--- src/rtl/spi_dac_rx_2ch_if.sv ---
// spi_dac_rx_2ch_if -- bundle of SPI pins and DAC-code outputs for spi_dac_rx_2ch.
//   sclk_i, cs_ni, mosi_i   : SPI mode-0 pins, driven by the master side
//   ch0_data_o, ch1_data_o  : last valid code per channel
//   ch0_upd_o, ch1_upd_o    : one-cycle update pulses
//   eod_o                   : one-cycle pulse, ch0 frame directly followed by ch1 frame
//   frame_err_o             : one-cycle pulse, frame discarded
//   busy_o                  : frame reception in progress
interface spi_dac_rx_2ch_if #(
   parameter int DATA_W = 12
);
   logic              sclk_i;
   logic              cs_ni;
   logic              mosi_i;
   logic [DATA_W-1:0] ch0_data_o;
   logic [DATA_W-1:0] ch1_data_o;
   logic              ch0_upd_o;
   logic              ch1_upd_o;
   logic              eod_o;
   logic              frame_err_o;
   logic              busy_o;

   modport master (
      output sclk_i, cs_ni, mosi_i,
      input  ch0_data_o, ch1_data_o, ch0_upd_o, ch1_upd_o, eod_o, frame_err_o, busy_o
   );

   modport slave (
      input  sclk_i, cs_ni, mosi_i,
      output ch0_data_o, ch1_data_o, ch0_upd_o, ch1_upd_o, eod_o, frame_err_o, busy_o
   );
endinterface

--- src/rtl/spi_dac_rx_2ch.sv ---
// spi_dac_rx_2ch -- SPI mode-0 slave receiving two-channel DAC codes.
// A frame of FRAME_BITS bits (MSB first) carries the channel select in its MSB
// and the code in bits [DATA_W-1:0]. Frames of the wrong length are discarded.
//   clk_i  : system clock (rising edge only)
//   rst_ni : asynchronous active-low reset
//   bus    : spi_dac_rx_2ch_if.slave (SPI pins in, codes/pulses/busy out)
//
// Frame FSM
//   state     | meaning
//   WAIT_IDLE | after reset, wait for cs_n genuinely high before accepting frames
//   IDLE      | wait for cs_n falling edge
//   SHIFT     | shift mosi on sclk rising edges, count bits
//   CHECK     | one cycle: judge frame length, hand result to output stage
//
// Pair tracker
//   state     | meaning
//   WAIT_CH0  | no pending ch0 frame
//   WAIT_CH1  | last valid frame was ch0; a ch1 frame now completes the pair
module spi_dac_rx_2ch #(
   parameter int FRAME_BITS = 16,
   parameter int DATA_W     = 12
) (
   input logic             clk_i,
   input logic             rst_ni,
   spi_dac_rx_2ch_if.slave bus
);

   localparam int CW = $clog2(FRAME_BITS + 2);
   localparam logic [CW-1:0] CNT_FULL = CW'(FRAME_BITS);
   localparam logic [CW-1:0] CNT_SAT  = CW'(FRAME_BITS + 1);

   typedef enum logic [1:0] {WAIT_IDLE, IDLE, SHIFT, CHECK} frame_state_t;
   typedef enum logic {WAIT_CH0, WAIT_CH1} pair_state_t;

   // [0],[1] form the synchronizer; [2] is the delayed copy for edge detection
   logic [2:0] sclk_s;
   logic [2:0] cs_s;
   logic [1:0] mosi_s;

   always_ff @(posedge clk_i or negedge rst_ni) begin
      if (!rst_ni) begin
         sclk_s <= 3'b000;
         cs_s   <= 3'b111;
         mosi_s <= 2'b00;
      end else begin
         sclk_s <= {sclk_s[1:0], bus.sclk_i};
         cs_s   <= {cs_s[1:0], bus.cs_ni};
         mosi_s <= {mosi_s[0], bus.mosi_i};
      end
   end

   logic sclk_rise, cs_rise, cs_fall;
   assign sclk_rise = sclk_s[1] & ~sclk_s[2];
   assign cs_rise   = cs_s[1] & ~cs_s[2];
   assign cs_fall   = ~cs_s[1] & cs_s[2];

   frame_state_t          state;
   logic [CW-1:0]         cnt;
   logic [FRAME_BITS-1:0] shreg;
   logic                  busy;
   logic [1:0]            settle;
   logic                  res_valid, res_err, res_ch;
   logic [DATA_W-1:0]     res_data;

   // The cs_n synchronizer resets to "high", so right after reset it does not yet
   // reflect the pin. The settle timer holds WAIT_IDLE until the reset value has
   // been flushed, so a cs_n still low from an aborted frame is not mistaken for idle.
   always_ff @(posedge clk_i or negedge rst_ni) begin
      if (!rst_ni) begin
         state     <= WAIT_IDLE;
         cnt       <= '0;
         shreg     <= '0;
         busy      <= 1'b0;
         settle    <= 2'd3;
         res_valid <= 1'b0;
         res_err   <= 1'b0;
         res_ch    <= 1'b0;
         res_data  <= '0;
      end else begin
         res_valid <= 1'b0;
         res_err   <= 1'b0;
         if (settle != 2'd0) settle <= settle - 2'd1;
         case (state)
            WAIT_IDLE: begin
               if (settle == 2'd0 && cs_s[1]) state <= IDLE;
            end
            IDLE: begin
               if (cs_fall) begin
                  state <= SHIFT;
                  cnt   <= '0;
                  shreg <= '0;
                  busy  <= 1'b1;
               end
            end
            SHIFT: begin
               if (cs_rise) begin
                  state <= CHECK;
                  busy  <= 1'b0;
               end else if (sclk_rise) begin
                  shreg <= {shreg[FRAME_BITS-2:0], mosi_s[1]};
                  if (cnt != CNT_SAT) cnt <= cnt + 1'b1;
               end
            end
            CHECK: begin
               state    <= IDLE;
               res_ch   <= shreg[FRAME_BITS-1];
               res_data <= shreg[DATA_W-1:0];
               if (cnt == CNT_FULL) res_valid <= 1'b1;
               else                 res_err   <= 1'b1;
            end
            default: state <= WAIT_IDLE;
         endcase
      end
   end

   pair_state_t       pair;
   logic [DATA_W-1:0] ch0_q, ch1_q;
   logic              upd0_q, upd1_q, eod_q, err_q;

   always_ff @(posedge clk_i or negedge rst_ni) begin
      if (!rst_ni) begin
         pair   <= WAIT_CH0;
         ch0_q  <= '0;
         ch1_q  <= '0;
         upd0_q <= 1'b0;
         upd1_q <= 1'b0;
         eod_q  <= 1'b0;
         err_q  <= 1'b0;
      end else begin
         upd0_q <= 1'b0;
         upd1_q <= 1'b0;
         eod_q  <= 1'b0;
         err_q  <= 1'b0;
         if (res_valid && !res_ch) begin
            ch0_q  <= res_data;
            upd0_q <= 1'b1;
            pair   <= WAIT_CH1;
         end else if (res_valid && res_ch) begin
            ch1_q  <= res_data;
            upd1_q <= 1'b1;
            eod_q  <= (pair == WAIT_CH1);
            pair   <= WAIT_CH0;
         end else if (res_err) begin
            err_q <= 1'b1;
            pair  <= WAIT_CH0;
         end
      end
   end

   assign bus.ch0_data_o  = ch0_q;
   assign bus.ch1_data_o  = ch1_q;
   assign bus.ch0_upd_o   = upd0_q;
   assign bus.ch1_upd_o   = upd1_q;
   assign bus.eod_o       = eod_q;
   assign bus.frame_err_o = err_q;
   assign bus.busy_o      = busy;

endmodule

--- src/flat_wrapper.sv ---
// flat-port wrapper written by rule: the top's interface ports become plain ports
module spi_dac_rx_2ch_flat 
#(
   parameter int FRAME_BITS = 16,
   parameter int DATA_W     = 12
)
  (clk_i, rst_ni, bus_sclk_i, bus_cs_ni, bus_mosi_i, bus_ch0_data_o, bus_ch1_data_o, bus_ch0_upd_o, bus_ch1_upd_o, bus_eod_o, bus_frame_err_o, bus_busy_o);
  spi_dac_rx_2ch_if #(.DATA_W(DATA_W)) bus_i ();
  input logic clk_i;
  input logic rst_ni;
  input wire logic [$bits(bus_i.sclk_i)-1:0] bus_sclk_i;
  input wire logic [$bits(bus_i.cs_ni)-1:0] bus_cs_ni;
  input wire logic [$bits(bus_i.mosi_i)-1:0] bus_mosi_i;
  output wire logic [$bits(bus_i.ch0_data_o)-1:0] bus_ch0_data_o;
  output wire logic [$bits(bus_i.ch1_data_o)-1:0] bus_ch1_data_o;
  output wire logic [$bits(bus_i.ch0_upd_o)-1:0] bus_ch0_upd_o;
  output wire logic [$bits(bus_i.ch1_upd_o)-1:0] bus_ch1_upd_o;
  output wire logic [$bits(bus_i.eod_o)-1:0] bus_eod_o;
  output wire logic [$bits(bus_i.frame_err_o)-1:0] bus_frame_err_o;
  output wire logic [$bits(bus_i.busy_o)-1:0] bus_busy_o;
  assign bus_i.sclk_i = bus_sclk_i;
  assign bus_i.cs_ni = bus_cs_ni;
  assign bus_i.mosi_i = bus_mosi_i;
  assign bus_ch0_data_o = bus_i.ch0_data_o;
  assign bus_ch1_data_o = bus_i.ch1_data_o;
  assign bus_ch0_upd_o = bus_i.ch0_upd_o;
  assign bus_ch1_upd_o = bus_i.ch1_upd_o;
  assign bus_eod_o = bus_i.eod_o;
  assign bus_frame_err_o = bus_i.frame_err_o;
  assign bus_busy_o = bus_i.busy_o;
  spi_dac_rx_2ch #(.FRAME_BITS(FRAME_BITS), .DATA_W(DATA_W)) u_core (.clk_i(clk_i), .rst_ni(rst_ni), .bus(bus_i));
endmodule
--- config.mk ---
export PLATFORM = sky130hd
export DESIGN_NAME = spi_dac_rx_2ch_flat
export DESIGN_NICKNAME = d
export VERILOG_FILES = /design/src/rtl/spi_dac_rx_2ch_if.sv /design/src/rtl/spi_dac_rx_2ch.sv /design/src/flat_wrapper.sv
export SDC_FILE = /design/constraint.sdc
export NUM_CORES = 1
export LEC_CHECK = 0
export BUFFER_PORTS_ARGS = -buffer_cell sky130_fd_sc_hd__buf_2
export CORE_ASPECT_RATIO = 2
export CORE_MARGIN = 2
export CORE_UTILIZATION = 48
export CTS_BUF_LIST = sky130_fd_sc_hd__clkbuf_2 sky130_fd_sc_hd__clkbuf_4 sky130_fd_sc_hd__clkbuf_8
export CTS_CLUSTER_DIAMETER = 80
export DETAILED_ROUTE_END_ITERATION = 8
export PLACE_DENSITY_LB_ADDON = 0.1
export SYNTH_ARGS = -nofsm -noshare
export SYNTH_HDL_FRONTEND = slang
export SYNTH_SLANG_ARGS = --single-unit
--- constraint.sdc ---
create_clock -name clk_i -period 1.65 [get_ports clk_i]
set_clock_uncertainty 0.15 [all_clocks]
set_input_delay 0.495 -clock clk_i [delete_from_list [all_inputs] [get_ports clk_i]]
set_output_delay 0.495 -clock clk_i [all_outputs]
set_load 0.03 [all_outputs]
# After elaboration in Yosys (flattened, before gate mapping)
# Index checks and enable logic that the tools add are counted.
[totals]
out_inout_bits = 29
wordCells = 84
register_bits = 78
inputBits = 5
[classes]
add_sub_neg = 2
n_eq_ne = 11
muxes = 31
bitwise = 7
n_reduce_logical = 14
[op_table]
columns = ["op", "count"]
rows = [
  ["two-way mux 16 bit", 3],
  ["case mux 16 bit (2 select lines)", 1],
  ["two-way mux 5 bit", 4],
  ["two-way mux 1 bit", 17],
  ["inequality test 2 x 1 -> 1 bit (second input constant)", 5],
  ["case mux 5 bit (2 select lines)", 1],
  ["case mux 2 bit (4 select lines)", 1],
  ["two-way mux 2 bit", 3],
  ["AND reduction 3 bit", 2],
  ["adder 5 x 1 -> 5 bit (second input constant)", 1],
  ["equality test 5 bit (second input constant)", 1],
  ["inequality test 5 bit (second input constant)", 1],
  ["AND reduction 5 bit", 1],
  ["equality test 2 bit (second input constant)", 2],
  ["logical NOT 2 bit", 2],
  ["NOT 1 bit", 4],
  ["AND reduction 4 bit", 1],
  ["nonzero test 2 bit", 2],
  ["bitwise AND 1 bit", 3],
  ["logical AND 1 bit", 3],
  ["nonzero test 3 bit", 1],
  ["equality test 2 x 1 -> 1 bit (second input constant)", 1],
  ["inequality test 2 bit (second input constant)", 1],
  ["case mux 1 bit (2 select lines)", 1],
  ["3 further kinds", 3],
]

# Logic depth before layout (Yosys ltp)
[depth]
word_depth = 5
depth_mapped = 7
mapped_depth_nobuf = 6

# Least setup slack after synthesis
# OpenSTA, ideal clock, no wires.
[synth_path]
path_type = "reg2reg"
startpoint = "reg u_core.settle[0]"
endpoint = "reg u_core.state[1]"
period_less_slack_ps = 1663
setup_ps = 125
required_ps = 1375
path_buffers = 0
setup_slack_ps = -13
path_stages_with_launch = 7
arrival_ps = 1388
cell_sequence = "dfstp_2 inv_1 ha_1 nand2_1 a221oi_2 nor2_1 mux2_4"
[synth_between]
elab_chain_cells = 4
[synth_lines]
columns = ["item", "line_no", "rtl"]
rows = [
  ["start, declared", "spi_dac_rx_2ch.sv:61", "logic [1:0] settle;"],
  ["start signal, assigned", "spi_dac_rx_2ch.sv:82", "if (settle != 2'd0) settle <= settle - 2'd1;"],
  ["logical NOT 2 bit", "spi_dac_rx_2ch.sv:85", "if (settle == 2'd0 && cs_s[1]) state <= IDLE;"],
  ["logical AND 1 bit", "spi_dac_rx_2ch.sv:85", ""],
  ["inequality test 2 x 1 -> 1 bit (no source line)", "-", ""],
  ["AND reduction 3 bit (no source line)", "-", ""],
  ["end signal, assigned", "spi_dac_rx_2ch.sv:85", ""],
  ["end signal, assigned", "spi_dac_rx_2ch.sv:89", "state <= SHIFT;"],
  ["end signal, assigned", "spi_dac_rx_2ch.sv:97", "state <= CHECK;"],
  ["end, declared", "spi_dac_rx_2ch.sv:57", "frame_state_t state;"],
]
# No other way between the ends.
# A chain may end at the register's enable or synchronous reset.

# Worst setup path after layout
[layout_path]
startpoint = "reg u_core.state[1]"
endpoint = "reg u_core.cnt[1]"
[layout_between]
elab_chain_cells = 3
word_cells_on_any_way = 9
cone_classes = "eq/ne (6); mux (1); reduce/logical (2)"
[layout_lines]
columns = ["item", "line_no", "rtl"]
rows = [
  ["start signal, assigned", "spi_dac_rx_2ch.sv:70", "state <= WAIT_IDLE;"],
  ["start signal, assigned", "spi_dac_rx_2ch.sv:85", ""],
  ["start signal, assigned", "spi_dac_rx_2ch.sv:89", ""],
  ["equality test 2 bit / equality test 2 x 1 -> 1 bit (equally long branches)", "spi_dac_rx_2ch.sv:83", "case (state)"],
  ["inequality test 2 x 1 -> 1 bit (no source line) (tied with other cells)", "-", ""],
  ["AND reduction 5 bit (no source line)", "-", ""],
  ["end signal, assigned", "spi_dac_rx_2ch.sv:101", "if (cnt != CNT_SAT) cnt <= cnt + 1'b1;"],
  ["end, declared", "spi_dac_rx_2ch.sv:58", "logic [CW-1:0] cnt;"],
]
# Parallel ways exist; a longest one is shown, timed or not.

==> metrics.md <==
| Metric | Value |
|---|---|
| Reg2reg end | `u_core.cnt[1]` |
| Htree depth | `3` |
| Register area share after synthesis | `63.08%` |
| Die outline width | `60.87 um` |
| Worst-Skew Late Latency | `0.34 ns` |
| CP max FO | `8` |
| Iteration-0 DRC count of the detailed router | `69` |
| Tightest Hold Check Type | `primary input to flip-flop` |
| Total number of vias | `1862` |
| GRT Total Usage | `16.93%` |
| ANT cells | `0` |
| Clk pwr share | `26.6%` |
| P_sw | `1524 uW` |
| Share of post-route cells with drive strength above 1 | `45.52%` |
| WS Path Type | `flip-flop to flip-flop` |
| Avg WL per Cell | `14.92 um` |
| Final slew viol count | `0` |
| Commonest cells post-synth | `73 x dfrtp_1, 26 x mux2_2, 16 x a22o_1` |
| RSZ-0062 raised after global routing | `true` |
| Most numerous cell in the Yosys netlist | `dfrtp_1` |
| Seq pwr share | `42.4%` |
| Drt drc | `0` |
| Hold path cells | `1` |
| Die Y | `117.7 um` |
| Post-Syn Instances | `212` |
| Count of final hold-check violations | `0` |
| Fin nets | `288` |
| Max_cap viols | `0` |
| Sw frac | `31.13%` |
| Share of the synthesized area in the top cell type | `58.85%` |
| Crit. End Element | `flip-flop` |
| Internal power | `3372 uW` |
| Final min period | `1.671 ns` |
| Clk slew on worst S/H paths | `0.07 ns` |
| First-pass GRT wire length | `8.859 mm` |
| Critical Path AT | `1.80 ns` |
| Worst R2R Start | `u_core.state[1]` |
| Yosys top cell by area | `dfrtp_1` |
| Failing checks | `negative setup slack` |
| Post-Route WL | `5.447 mm` |
| Post-DP HPWL | `3.616 mm` |
| Startpoint Class | `flip-flop` |
| DP Area | `3480 um2` |
| Setup WS pre-CTS | `-0.1279 ns` |
| Reg2reg path depth | `5` |
| Largest net degree at the start of global routing | `30` |
| Synth area leaders | `dfrtp_1 59%, mux2_2 9.4%, a22o_1 4.5%` |
| Area Growth Syn to Fin | `23.22%` |
| Final number of setup-violating endpoints | `15` |
| I/O pin count | `34` |
| CTS tree | `built` |
| Status | `complete, but fails checks` |
| Hold endpoint | `u_core.cs_s[0]` |
| Placer congestion estimate | `0.7241` |
| Effective utilization at floorplan | `49.60%` |
| Slew @ Worst Pin | `0.4279 ns` |
| Post-Syn Nets | `226` |
| Synth warnings | `0` |
| Slew margin rel. | `71.28%` |
| FP Rows | `41` |
| Clock root buffer | `clkbuf_8` |
| Cell area after layout | `3825 um2` |
| Main synth FF type | `dfrtp_1` |
| Fillcell total | `514` |
| Hold path start | `bus_cs_ni` |
| Post-Syn Area | `3104 um2` |
| Worst Path Required | `1.78 ns` |
| Final period utilization | `101.3%` |
| Post-Syn Area per Cell | `14.64 um2` |
| Vias in the first global route | `1875` |
| Drt pass-1 iters | `4` |
| Synth async-reset ratio | `100.0%` |
| LEAKAGE | `0.001980 uW` |
| Yosys reg bits | `78` |
| Num CTS Buffers | `9` |
| Num Clock Sinks | `78` |
| VDD IR-drop max | `0.9171 mV` |
| Clk buf depth | `2` |
| Synth unique cells | `41` |
| Setup_tns | `-0.1142 ns` |
| PwrDens | `1280 nW/um2` |
| # port buffers | `33` |
| Setup WS post-layout | `-0.02118 ns` |
| ANT nets after route | `0` |
| Grt ovf | `0` |
| Power Total | `4895 uW` |
| Reg-to-reg setup timing slack | `-0.02 ns` |
| Combinational share of power | `31.1%` |
| Routed vias/inst | `5.101` |
| EDFF count, synth | `0` |
| Die area | `7166 um2` |
| Antenna violations before repair | `0` |
| Fmax | `598.4 MHz` |
| Core Box Area | `6259 um2` |
[metal layers]
layer	GRT usage, %	share of wire [%]	routed length (um)
met1	19.81	41	2212
met2	26.75	54	2947
met4	9.375	2.3	128
met5	0	0	0
met3	4.945	2.9	159
[kinds of logic after synthesis]
family / after synthesis / share of synthesized area (%)
buffers and inverters: 15 / 2.338
AO/OA/AOI/OAI: 31 / 8.343
XOR/XNOR: 1 / 0.2822
AND/OR/NAND/NOR: 39 / 8.102
adder cells (fa/ha/maj): 9 / 3.628
multiplexers: 39 / 14.23
flip-flops: 78 / 63.08
[worst max-delay path by stage]
stage	slack [ns]	from	to
after floorplan	0.005	u_core.state[0]	u_core.shreg[10]
after global placement	-0.10	u_core.state[0]	u_core.res_data[1]
after detailed placement	-0.13	u_core.state[0]	u_core.res_data[0]
after CTS	-0.01	u_core.state[0]	u_core.cnt[2]
after global routing	-0.09	u_core.state[0]	u_core.shreg[9]
final	-0.02	u_core.state[1]	u_core.cnt[1]
[area by class of cell]
| cell class | instances | area [um2] | share of cell area, % |
|---|---|---|---|
| multi-input combinational | 121 | 1184 | 30.95 |
| tap | 86 | 107.6 | 2.813 |
| timing repair buffer | 56 | 359.1 | 9.388 |
| clock inverter | 4 | 20.02 | 0.5234 |
| inverter | 8 | 30.03 | 0.7851 |
| sequential | 78 | 1959 | 51.23 |
| clock buffer | 12 | 165.2 | 4.318 |
[critical path, cell delays in order (launching register included)]
cell,delay (ns)
dfrtp_2,0.43
inv_2,0.09
ha_4,0.28
a21bo_4,0.28
or2_4,0.27
o2bb2ai_2,0.11
[power groups by stage]
| stage | Sequential [uW] | Clock, uW | Combinational (uW) |
|---|---|---|---|
| floorplan | 2120 | 0 | 766 |
| global placement | 2090 | 0 | 1160 |
| detailed placement | 2100 | 0 | 1180 |
| CTS | 2060 | 1350 | 1310 |
| global route | 2090 | 1430 | 1650 |
| finish | 2070 | 1300 | 1520 |
[through the flow]
step	hold slack [ns]	std cells	utilization, %
after floorplan	0.04941	212	-
after global placement	0.1863	340	55.60
after detailed placement	0.1847	340	55.60
after CTS	0.06639	359	59.60
after global routing	0.06330	365	61.12
final	0.08966	365	61.12
[flip-flops by register name (all words and copies together) (netlist names)]
signal,cells
u_core.mosi_s,2
u_core.cnt,5
u_core.res_err,1
u_core.settle,2
u_core.pair,1
u_core.bus.ch0_upd_o,1
u_core.sclk_s,3
u_core.shreg,16
u_core.res_valid,1
u_core.bus.eod_o,1
u_core.bus.ch1_upd_o,1
u_core.res_data,12
u_core.cs_s,3
u_core.bus.ch1_data_o,12
u_core.res_ch,1
u_core.bus.busy_o,1
u_core.bus.ch0_data_o,12
u_core.bus.frame_err_o,1
u_core.state,2
[cell usage in the layout, fill, tap and decap left out, drive strengths merged]
master / n
a21bo: 1
a21boi: 1
a21o: 1
a21oi: 1
a221oi: 1
a22o: 16
a31oi: 1
and2: 1
and3: 1
buf: 55
clkbuf: 12
clkinv: 4
dfrtp: 73
dfstp: 5
dlygate4sd3: 1
ha: 9
inv: 8
mux2: 38
mux2i: 1
nand2: 14
nand2b: 4
nand3: 4
nand3b: 1
nand4b: 2
nand4bb: 1
nor2: 4
nor2b: 4
nor3: 3
nor4bb: 1
o211ai: 2
o21ai: 5
o2bb2ai: 2
or2: 1
xnor2: 1
[repair_timing]
action | CTS | global route
endpoints found under the setup margin | 36 | 37
endpoints found under the hold margin | 16 | 0
hold buffers | 1 | 0
pin swaps | 3 | 12
gates cloned | 0 | 2
gates resized for setup | 9 | 8
setup buffers | 2 | 4
Power figures use the tool's default switching activity.
